$ cat src/rtl/out_reader.sv
// Output buffer between a compute core and a host: fills one result vector,
// holds it until the host asks for it, then streams it out word by word.
module out_reader #(
  parameter int DWIDTH = 16,
  parameter int DEPTH  = 16,
  parameter int CWIDTH = 5
) (
  input  logic              clk,
  input  logic              rst,
  input  logic              core_valid,
  input  logic [DWIDTH-1:0] core_data,
  input  logic              core_last,
  output logic              core_ready,
  input  logic              host_req,
  input  logic              host_ready,
  output logic              out_valid,
  output logic [DWIDTH-1:0] out_data,
  output logic              out_last,
  output logic [CWIDTH-1:0] count,
  output logic              frame_rdy,
  output logic              ovf,
  output logic [1:0]        state_dbg
);

  // Handshakes: a core word transfers on a rising edge where core_valid and
  // core_ready are both 1; an output word transfers where out_valid and
  // host_ready are both 1. out_* hold stable until their transfer.

  localparam int PW = CWIDTH - 1;
  localparam logic [CWIDTH-1:0] CNT_ONE  = CWIDTH'(1);
  localparam logic [CWIDTH-1:0] CNT_TWO  = CWIDTH'(2);
  localparam logic [CWIDTH-1:0] CNT_FULL = CWIDTH'(DEPTH - 1);

  typedef enum logic [1:0] {FILL = 2'd0, WAIT = 2'd1, DRAIN = 2'd2} state_t;

  state_t            state_q, state_d;
  logic [PW-1:0]     wr_ptr_q, wr_ptr_d;
  logic [PW-1:0]     rd_ptr_q, rd_ptr_d;
  logic [CWIDTH-1:0] count_q, count_d;
  logic              ovf_q, ovf_d;
  logic              out_valid_q, out_valid_d;
  logic [DWIDTH-1:0] out_data_q, out_data_d;
  logic              out_last_q, out_last_d;
  logic [DWIDTH-1:0] mem [DEPTH];
  logic              wr_en;

  assign wr_en = core_valid && (state_q == FILL);

  always_comb begin
    state_d     = state_q;
    wr_ptr_d    = wr_ptr_q;
    rd_ptr_d    = rd_ptr_q;
    count_d     = count_q;
    ovf_d       = ovf_q;
    out_valid_d = out_valid_q;
    out_data_d  = out_data_q;
    out_last_d  = out_last_q;
    case (state_q)
      FILL: begin
        if (core_valid) begin
          wr_ptr_d = wr_ptr_q + 1'b1;
          count_d  = count_q + 1'b1;
          // A full buffer closes the frame even without core_last.
          if (core_last || (count_q == CNT_FULL)) state_d = WAIT;
          if (!core_last && (count_q == CNT_FULL)) ovf_d = 1'b1;
        end
      end
      WAIT: begin
        if (host_req) begin
          state_d     = DRAIN;
          out_valid_d = 1'b1;
          out_data_d  = mem[rd_ptr_q];
          out_last_d  = (count_q == CNT_ONE);
          rd_ptr_d    = rd_ptr_q + 1'b1;
        end
      end
      DRAIN: begin
        if (host_ready) begin
          if (out_last_q) begin
            state_d     = FILL;
            count_d     = '0;
            wr_ptr_d    = '0;
            rd_ptr_d    = '0;
            out_valid_d = 1'b0;
            out_last_d  = 1'b0;
          end else begin
            // count still includes the word leaving now, so two left means
            // the word being loaded is the final one.
            count_d    = count_q - 1'b1;
            out_data_d = mem[rd_ptr_q];
            out_last_d = (count_q == CNT_TWO);
            rd_ptr_d   = rd_ptr_q + 1'b1;
          end
        end
      end
      default: state_d = FILL;
    endcase
  end

  always_ff @(posedge clk or posedge rst) begin
    if (rst) begin
      state_q     <= FILL;
      wr_ptr_q    <= '0;
      rd_ptr_q    <= '0;
      count_q     <= '0;
      ovf_q       <= 1'b0;
      out_valid_q <= 1'b0;
      out_data_q  <= '0;
      out_last_q  <= 1'b0;
    end else begin
      state_q     <= state_d;
      wr_ptr_q    <= wr_ptr_d;
      rd_ptr_q    <= rd_ptr_d;
      count_q     <= count_d;
      ovf_q       <= ovf_d;
      out_valid_q <= out_valid_d;
      out_data_q  <= out_data_d;
      out_last_q  <= out_last_d;
    end
  end

  always_ff @(posedge clk) begin
    if (wr_en) mem[wr_ptr_q] <= core_data;
  end

  assign core_ready = (state_q == FILL);
  assign frame_rdy  = (state_q == WAIT);
  assign out_valid  = out_valid_q;
  assign out_data   = out_data_q;
  assign out_last   = out_last_q;
  assign count      = count_q;
  assign ovf        = ovf_q;
  assign state_dbg  = state_q;

endmodule

$ cat config.mk
export PLATFORM = sky130hd
export DESIGN_NAME = out_reader
export DESIGN_NICKNAME = d
export VERILOG_FILES = /design/src/rtl/out_reader.sv
export SDC_FILE = /design/constraint.sdc
export NUM_CORES = 1
export LEC_CHECK = 0
export CORE_UTILIZATION = 60
export CTS_BUF_LIST = sky130_fd_sc_hd__clkbuf_8
export CTS_CLUSTER_DIAMETER = 80
export CTS_CLUSTER_SIZE = 20
export DETAILED_ROUTE_END_ITERATION = 16
export PLACE_DENSITY_LB_ADDON = 0.12
export REMOVE_ABC_BUFFERS = 1
export SLEW_MARGIN = 0
export SYNTH_ARGS = -nofsm -noshare
export SYNTH_HDL_FRONTEND = slang
export SYNTH_SLANG_ARGS = --single-unit
$ cat constraint.sdc
create_clock -name clk -period 3.2 [get_ports clk]
set_input_delay 0.64 -clock clk [delete_from_list [all_inputs] [get_ports clk]]
set_output_delay 0.64 -clock clk [all_outputs]
set_load 0.05 [all_outputs]
==> results of run 1 <==
==> synth_stat cells (3+ instances only) <==
master    instances  area [sq um]
buf_2            15          75.1
a211oi_1         16           120
dfrtp_1          34           851
nor2_1           17          63.8
mux2i_1          18           180
ha_1             10           125
o21ai_0          11          55.1
nand3_1           5          25.0
a21o_1           17           128
o21ai_1           3          15.0
edfxtp_1        256          7690
nor3_1            4          20.0
buf_6             5          56.3
clkbuf_1          8          30.0
o22ai_1          17           106
a21oi_1           8          40.0
a22o_1            4          35.0
nand2_1          12          45.0
inv_1            10          37.5
nand2b_1          7          43.8
a31oi_1           3          18.8
mux4_2           64          1440
==> final cells by class <==
| cell class | instances | area [sq um] | area share (%) |
|---|---|---|---|
| Timing Repair Buffer | 85 | 811 | 6.40 |
| Clock buffer | 20 | 275 | 2.17 |
| Sequential cell | 290 | 8540 | 67.4 |
| Multi-Input combinational cell | 236 | 2670 | 21.1 |
| Inverter | 10 | 37.5 | 0.296 |
| Clock inverter | 10 | 42.5 | 0.336 |
| Tap cell | 229 | 287 | 2.26 |
==> per-stage QoR <==
step | total power [mW] | setup TNS, ns
2_1_floorplan | 7.37 | -25.12
3_3_place_gp | 8.58 | 0
3_5_place_dp | 8.66 | 0
4_1_cts | 10.3 | 0
5_1_grt | 10.7 | 0
6_report | 10.2 | 0
==> registers in the layout, indices dropped and copies added, names as in the netlist <==
register / flops
rd_ptr_q: 4
wr_ptr_q: 4
out_last: 1
ovf: 1
state_dbg: 2
out_valid: 1
count: 5
out_data: 16
mem: 256
==> layer usage <==
layer | up-vias | GRT usage (%) | part of all wire, %
li1 | 2450 | - | -
met1 | 2958 | 35.0 | 42
met2 | 229 | 38.9 | 49
met3 | 41 | 4.20 | 6.7
met4 | 0 | 8.10 | 2.6
met5 | - | 0 | 0
==> logic make-up (layout without fill, tap and decap cells) <==
group | count (synthesis) | in the layout | synth area share [%]
DFF | 290 | 290 | 75.1
AOI/OAI and AO/OA | 88 | 88 | 5.24
muxes | 82 | 82 | 14.3
and+or+nand+nor | 56 | 56 | 2.40
buffers and inverters | 42 | 125 | 1.95
adders and majority gates | 10 | 10 | 1.10
==> power groups by stage <==
| stage | clock [mW] | sequential [mW] | combinational [mW] |
|---|---|---|---|
| floorplan | 0 | 5.63 | 1.73 |
| global placement | 0 | 4.96 | 3.63 |
| detailed placement | 0 | 4.98 | 3.68 |
| CTS | 1.72 | 4.90 | 3.70 |
| global route | 1.83 | 4.95 | 3.90 |
| finish | 1.67 | 4.90 | 3.66 |
==> worst paths after layout <==
path                         startpoint           end  slack (ns)  cells after the start
min reg2reg                         ovf           ovf        0.48                      1
max in group asynchronous           rst   rd_ptr_q[1]        2.08                      3
min                                 rst   out_data[3]        0.37                      2
max reg2reg                 rd_ptr_q[1]  out_data[11]        0.89                      5
max                        state_dbg[1]     frame_rdy        0.45                      4
min in group clk                    ovf           ovf        0.48                      1
==> summary.md, run 1 <==
| Metric | Value |
|---|---|
| CTS tree | `yes` |
| Cell Pwr Density | `807 mW/mm^2` |
| Most frequent cells in the layout | `edfxtp_1 (256), mux4_2 (64), clkdlybuf4s50_1 (49), dfrtp_1 (32), buf_4 (32)` |
| Yosys cell types | `43` |
| Residual DRC | `0` |
| IO Port Bufs | `between 40 and 50` |
| Layout cell share with drive strength beyond 1 | `between 20% and 30%` |
| Post-Syn Instances | `568` |
| Post-CTS Setup Inserts | `0` |
| Dpl cells | `850` |
| Slew HR | `approximately 56%` |
| Switching portion of total power | `between 30% and 40%` |
| Worst path arrival time | `around 2.1 ns` |
| Final WS setup | `0.454 ns` |
| Final-report setup violation count | `0` |
| CP max FO | `10` |
| Power Internal | `around 6.7 mW` |
| Critical setup path kind | `reg -> out` |
| Area Growth Syn to Fin | `11.4%` |
| Tcrit/Tclk final | `a little under nine tenths` |
| First-pass GRT wire length | `between 30 and 40 mm` |
| Die Ht | `140 um` |
| Post-Route WL | `~23 mm` |
| Fmax | `364 MHz` |
| Largest net degree at the start of global routing | `36` |
| Core area | `between 0.015 and 0.02 sq mm` |
| Max IR drop VDD | `roughly 0.43 mV` |
| Number of synthesized flops with an enable pin | `~260` |
| DR WL/cell | `roughly 26 um` |
| Least-Margin Pin Slew | `roughly 0.66 ns` |
| Worst hold margin | `around 0.37 ns` |
| Clock Sink Count | `a little under 300` |
| Final min period | `between 2 and 3 ns` |
| Sequential Power Share | `47.9%` |
| Reg clk slew, reported paths | `between 0.1 and 0.15 ns` |
| Total GRT Usage | `about 24%` |
| Placed Area | `around 0.012 sq mm` |
| Combinational share of power | `35.8%` |
| Number of gates resized after CTS | `0` |
| Crit path capture type | `output port` |
| Total grt overflow | `0` |
| Hold Vio Cnt, Final | `0` |
| Die W | `about 140 um` |
| Critical Path Max Stage Delay | `roughly 0.79 ns` |
| Setup Skew | `between 0.015 and 0.02 ns` |
| Net Sw Power | `around 3.6 mW` |
| FILL cells | `roughly 1200` |
| Via density per instance | `~6.5` |
| Outcome | `complete, no violations` |
| Post-synthesis register bit count | `290` |
| Sequential fraction of the synthesis area | `between 70% and 80%` |
| Final core utilization | `69.3%` |
| Commonest non-fill, non-tap cell in the layout | `edfxtp_1` |
| # rows | `49` |
| Post-DRT Antenna Nets | `0` |
| Initial antenna violation count | `0` |
| Unrepaired setup endpoints after global routing | `false` |
| Crit path max-delay family | `buffers and inverters` |
| Clock tree buffer depth | `3` |
| Vias in the first global route | `roughly 5800` |
| Clk network pwr share | `between 10% and 20%` |
| Critical path's slowest cell | `clkdlybuf4s50_1` |
| Initial core utilization | `between 60 and 70%` |
| Final non-filler cell total | `880` |
| Pre-Repair DR Iteration Count | `7` |
| CTS H-tree depth | `1` |
| Post-synth top flop | `edfxtp_1` |
| CTS root buf | `clkbuf_8` |
| Most common cell on crit path | `inv_1` |
| Ports | `50` |
| Clock latency on the worst-skew pair | `0.55 ns` |
| Pleak | `around 4.2 nW` |
| Total CTS buffers | `18` |
| Final Max Tran Viols | `0` |
| RePlAce Congestion | `0.816` |
| Initial DRC Count | `around 540` |
| Tightest Hold Check Type | `in -> async` |
| Fin area | `between 0.01 and 0.015 sq mm` |
| Startpoint types | `flip-flop` |
| Syn_area_per_cell | `between 20 and 25 sq um` |
| CP Cell Sequence | `inv_1 -> nand2_1 -> inv_1 -> clkdlybuf4s50_1` |
| Via Count | `~5700` |
| ANT cells | `0` |
| Pre-CTS WS | `0.579 ns` |
| Worst Path Buf+Inv | `3` |
| Dpl hpwl | `about 14 mm` |
| Max Cap Violations | `0` |
| CTS Hold Bufs | `0` |
| Synthesized area | `approximately 0.011 sq mm` |
| Die ar. | `just under 0.02 sq mm` |
| Fin nets | `approximately 670` |
| WP data required | `2.56 ns` |
| Ys Warns | `0` |
| Asr flop ratio synth | `approximately an eighth` |
Note: power is estimated with default switching activity, not from simulation.
==> run 2, diff against run 1 <==
--- a/config.mk
+++ b/config.mk
@@ -10,6 +10,7 @@
 export CTS_CLUSTER_DIAMETER = 80
 export CTS_CLUSTER_SIZE = 20
 export DETAILED_ROUTE_END_ITERATION = 16
+export GPL_TIMING_DRIVEN = 0
 export PLACE_DENSITY_LB_ADDON = 0.12
 export REMOVE_ABC_BUFFERS = 1
 export SLEW_MARGIN = 0
==> constraint.sdc (replaced) <==
create_clock -name clk -period 3.2 [get_ports clk]
set_input_delay 0.64 -clock clk [delete_from_list [all_inputs] [get_ports clk]]
set_output_delay 0.64 -clock clk [all_outputs]
set_load 0.005 [all_outputs]
==> run 2 against run 1 <==
Die area unchanged; wire length down 3.2%; combinational power down 23%; fmax down 2.4%; critical path depth unchanged; via count down 1.6%; core utilization up 0.62 points; global-route usage down 0.57 points; cell count down 1.4%; clock power about the same; non-clock buffer count down 13; critical path type is now reg -> reg; largest power group unchanged; highest routed layer unchanged.
==> summary.md, run 2 (synthesis gave the netlist of run 1 again) <==
| Metric | Value |
|---|---|
| Clock tree buffer depth | `3 (unchanged)` |
| Final WS setup | `0.387 ns (was 0.454 ns)` |
| Final min period | `2.81 ns (was 2.75 ns)` |
| Total power | `9.51 mW (was 10.2 mW)` |
| Pre-CTS WS | `0.00322 ns (was 0.579 ns)` |
| Met3 WL post-DR | `1.30 mm (was 1.51 mm)` |
| Startpoint types | `flip-flop (unchanged)` |
| Ports | `50 (unchanged)` |
| WP data required | `3.67 ns (was 2.56 ns)` |
| First-pass GRT wire length | `34.0 mm (was 34.7 mm)` |
| Crit path capture type | `flip-flop (was output port)` |
| CP max FO | `21 (was 10)` |
| CTS H-tree depth | `1 (unchanged)` |
| Cell Pwr Density | `744 mW/mm^2 (was 807 mW/mm^2)` |
| DR WL/cell | `25.3 um (was 25.8 um)` |
| Clock Sink Count | `290 (unchanged)` |
| Final core utilization | `70.0% (was 69.3%)` |
| Tightest Hold Check Type | `reg -> reg (was in -> async)` |
| CTS root buf | `clkbuf_8 (unchanged)` |
| Via Count | `5589 (was 5678)` |
| Fmax | `356 MHz (was 364 MHz)` |
| Fin nets | `660 (was 673)` |
| Setup TNS | `0 ns (unchanged)` |
| Largest net degree at the start of global routing | `52 (was 36)` |
| Total GRT Usage | `23.9% (was 24.5%)` |
| Layout cell share with drive strength beyond 1 | `20.3% (was 21.8%)` |
| Initial core utilization | `62.3% (unchanged)` |
| Clock latency on the worst-skew pair | `0.53 ns (was 0.55 ns)` |
| Post-CTS Setup Inserts | `0 (unchanged)` |
| Largest Register | `mem (unchanged)` |
| Slew HR | `26.4% (was 55.8%)` |
| Core area | `0.0183 sq mm (unchanged)` |
| Total CTS buffers | `18 (unchanged)` |
| Post-DRT Antenna Nets | `0 (unchanged)` |
| Tcrit/Tclk final | `87.9% (was 85.8%)` |
| Critical setup path kind | `reg -> reg (was reg -> out)` |
| Final-report setup violation count | `0 (unchanged)` |
| Die Ht | `140 um (unchanged)` |
| ANT cells | `0 (unchanged)` |
| Commonest non-fill, non-tap cell in the layout | `edfxtp_1 (unchanged)` |
| Final Max Tran Viols | `0 (unchanged)` |
| Max reg flops | `256 (unchanged)` |
| WL met1 | `9.38 mm (was 9.45 mm)` |
| Die ar. | `0.0195 sq mm (unchanged)` |
| Outcome | `complete, no violations (unchanged)` |
| FILL cells | `1138 (was 1167)` |
| CTS tree | `yes (unchanged)` |
| Post-Route WL | `22.0 mm (was 22.7 mm)` |
| Setup Skew | `0.0239 ns (was 0.0182 ns)` |
| Residual DRC | `0 (unchanged)` |
| Pre-Repair DR Iteration Count | `5 (was 7)` |
| Top sig layer | `met4 (unchanged)` |
| Initial DRC Count | `575 (was 535)` |
| Pleak | `4.23 nW (about the same)` |
| Via density per instance | `6.44 (was 6.45)` |
| Min-delay src | `out_data[9]` |
| Max IR drop VDD | `0.503 mV (was 0.426 mV)` |
| Area Growth Syn to Fin | `12.4% (was 11.4%)` |
| Worst path arrival time | `3.29 ns (was 2.11 ns)` |
| IO Port Bufs | `49 (unchanged)` |
| Reg clk slew, reported paths | `0.12 ns (about the same)` |
| Die W | `140 um (unchanged)` |
| WL met2 | `11.0 mm (was 11.2 mm)` |
| Max Cap Violations | `0 (unchanged)` |
| Initial antenna violation count | `0 (unchanged)` |
| Most frequent cells in the layout | `edfxtp_1 (256), mux4_2 (64), clkdlybuf4s50_1 (49), dfrtp_1 (31), inv_1 (20) (was edfxtp_1 (256), mux4_2 (64), clkdlybuf4s50_1 (49), dfrtp_1 (32), buf_4 (32))` |
| Hold Vio Cnt, Final | `0 (unchanged)` |
| Least-Margin Pin Slew | `1.10 ns (was 0.660 ns)` |
| Unrepaired setup endpoints after global routing | `false (unchanged)` |
| # rows | `49 (unchanged)` |
| Worst hold margin | `0.486 ns (was 0.367 ns)` |
| Dpl hpwl | `13.7 mm (was 14.5 mm)` |
| Total grt overflow | `0 (unchanged)` |
| Vias in the first global route | `5702 (was 5761)` |
| FF-to-FF Start | `rd_ptr_q[2] (was rd_ptr_q[1])` |
| RePlAce Congestion | `0.765 (was 0.816)` |
| CP Launch Point | `rd_ptr_q[2] (was state_dbg[1])` |
run 2: cell count changes in the layout (fill, tap and decap cells not counted):
cell / before / now
dfrtp_4: 1 / 2
buf_6: 0 / 8
inv_6: 1 / 0
inv_1: 18 / 20
buf_8: 0 / 4
buf_4: 32 / 1
dfrtp_1: 32 / 31
buf_12: 4 / 0
inv_2: 0 / 1
clkbuf_8: 20 / 19
inv_8: 0 / 1
buf_16: 0 / 10
clkinv_1: 1 / 0
run 2: what timing repair did:
action	CTS	global route
hold endpoints to repair	0	0
endpoints found under the setup margin	3	0
gates resized for setup	1	0
hold buffers	0	0
run 2: final timing paths:
check / end / slack [ns] / cells after the start
hold reg to reg: out_data[9] / 0.49 / 1
setup / recovery: out_data[1] / 0.39 / 4
setup reg to reg: out_data[1] / 0.39 / 4
min in group asynchronous: out_data[15] / 0.60 / 2
max in group asynchronous: rd_ptr_q[1] / 1.94 / 2
hold / removal: out_data[9] / 0.49 / 1
run 2: critical path, stage by stage, from the launching register on:
cell	delay [ns]
dfrtp_1	1.09
nand2b_1	0.83
o22ai_1	0.21
a211oi_1	0.46
a21o_1	0.15
run 2: metrics by stage:
stage	instances	cell area [sq um]
after floorplan	536	11200
after global routing	868	12800
after global placement	814	12000
after CTS	868	12800
final	868	12800
after detailed placement	837	12500
run 2: cell type report:
class / instances / area (sq um) / area share [%]
sequential: 290 / 8550 / 66.9
inverter: 10 / 37.5 / 0.294
tap: 229 / 287 / 2.24
multi-input combinational: 236 / 2670 / 20.9
clock buffer: 19 / 262 / 2.05
clock inverter: 12 / 52.6 / 0.411
timing repair buffer: 72 / 923 / 7.22
run 2: per-layer routing:
metal	global-route usage (%)	up-vias
met5	0	-
met4	5.26	0
met1	34.9	2938
li1	-	2434
met2	39.4	190
met3	2.89	27
run 2: power by group:
part / total, mW / switching [mW] / internal [mW]
Combinational: 2.81 / 1.28 / 1.53
Sequential: 5.06 / 0.532 / 4.53
Clock: 1.64 / 1.08 / 0.566
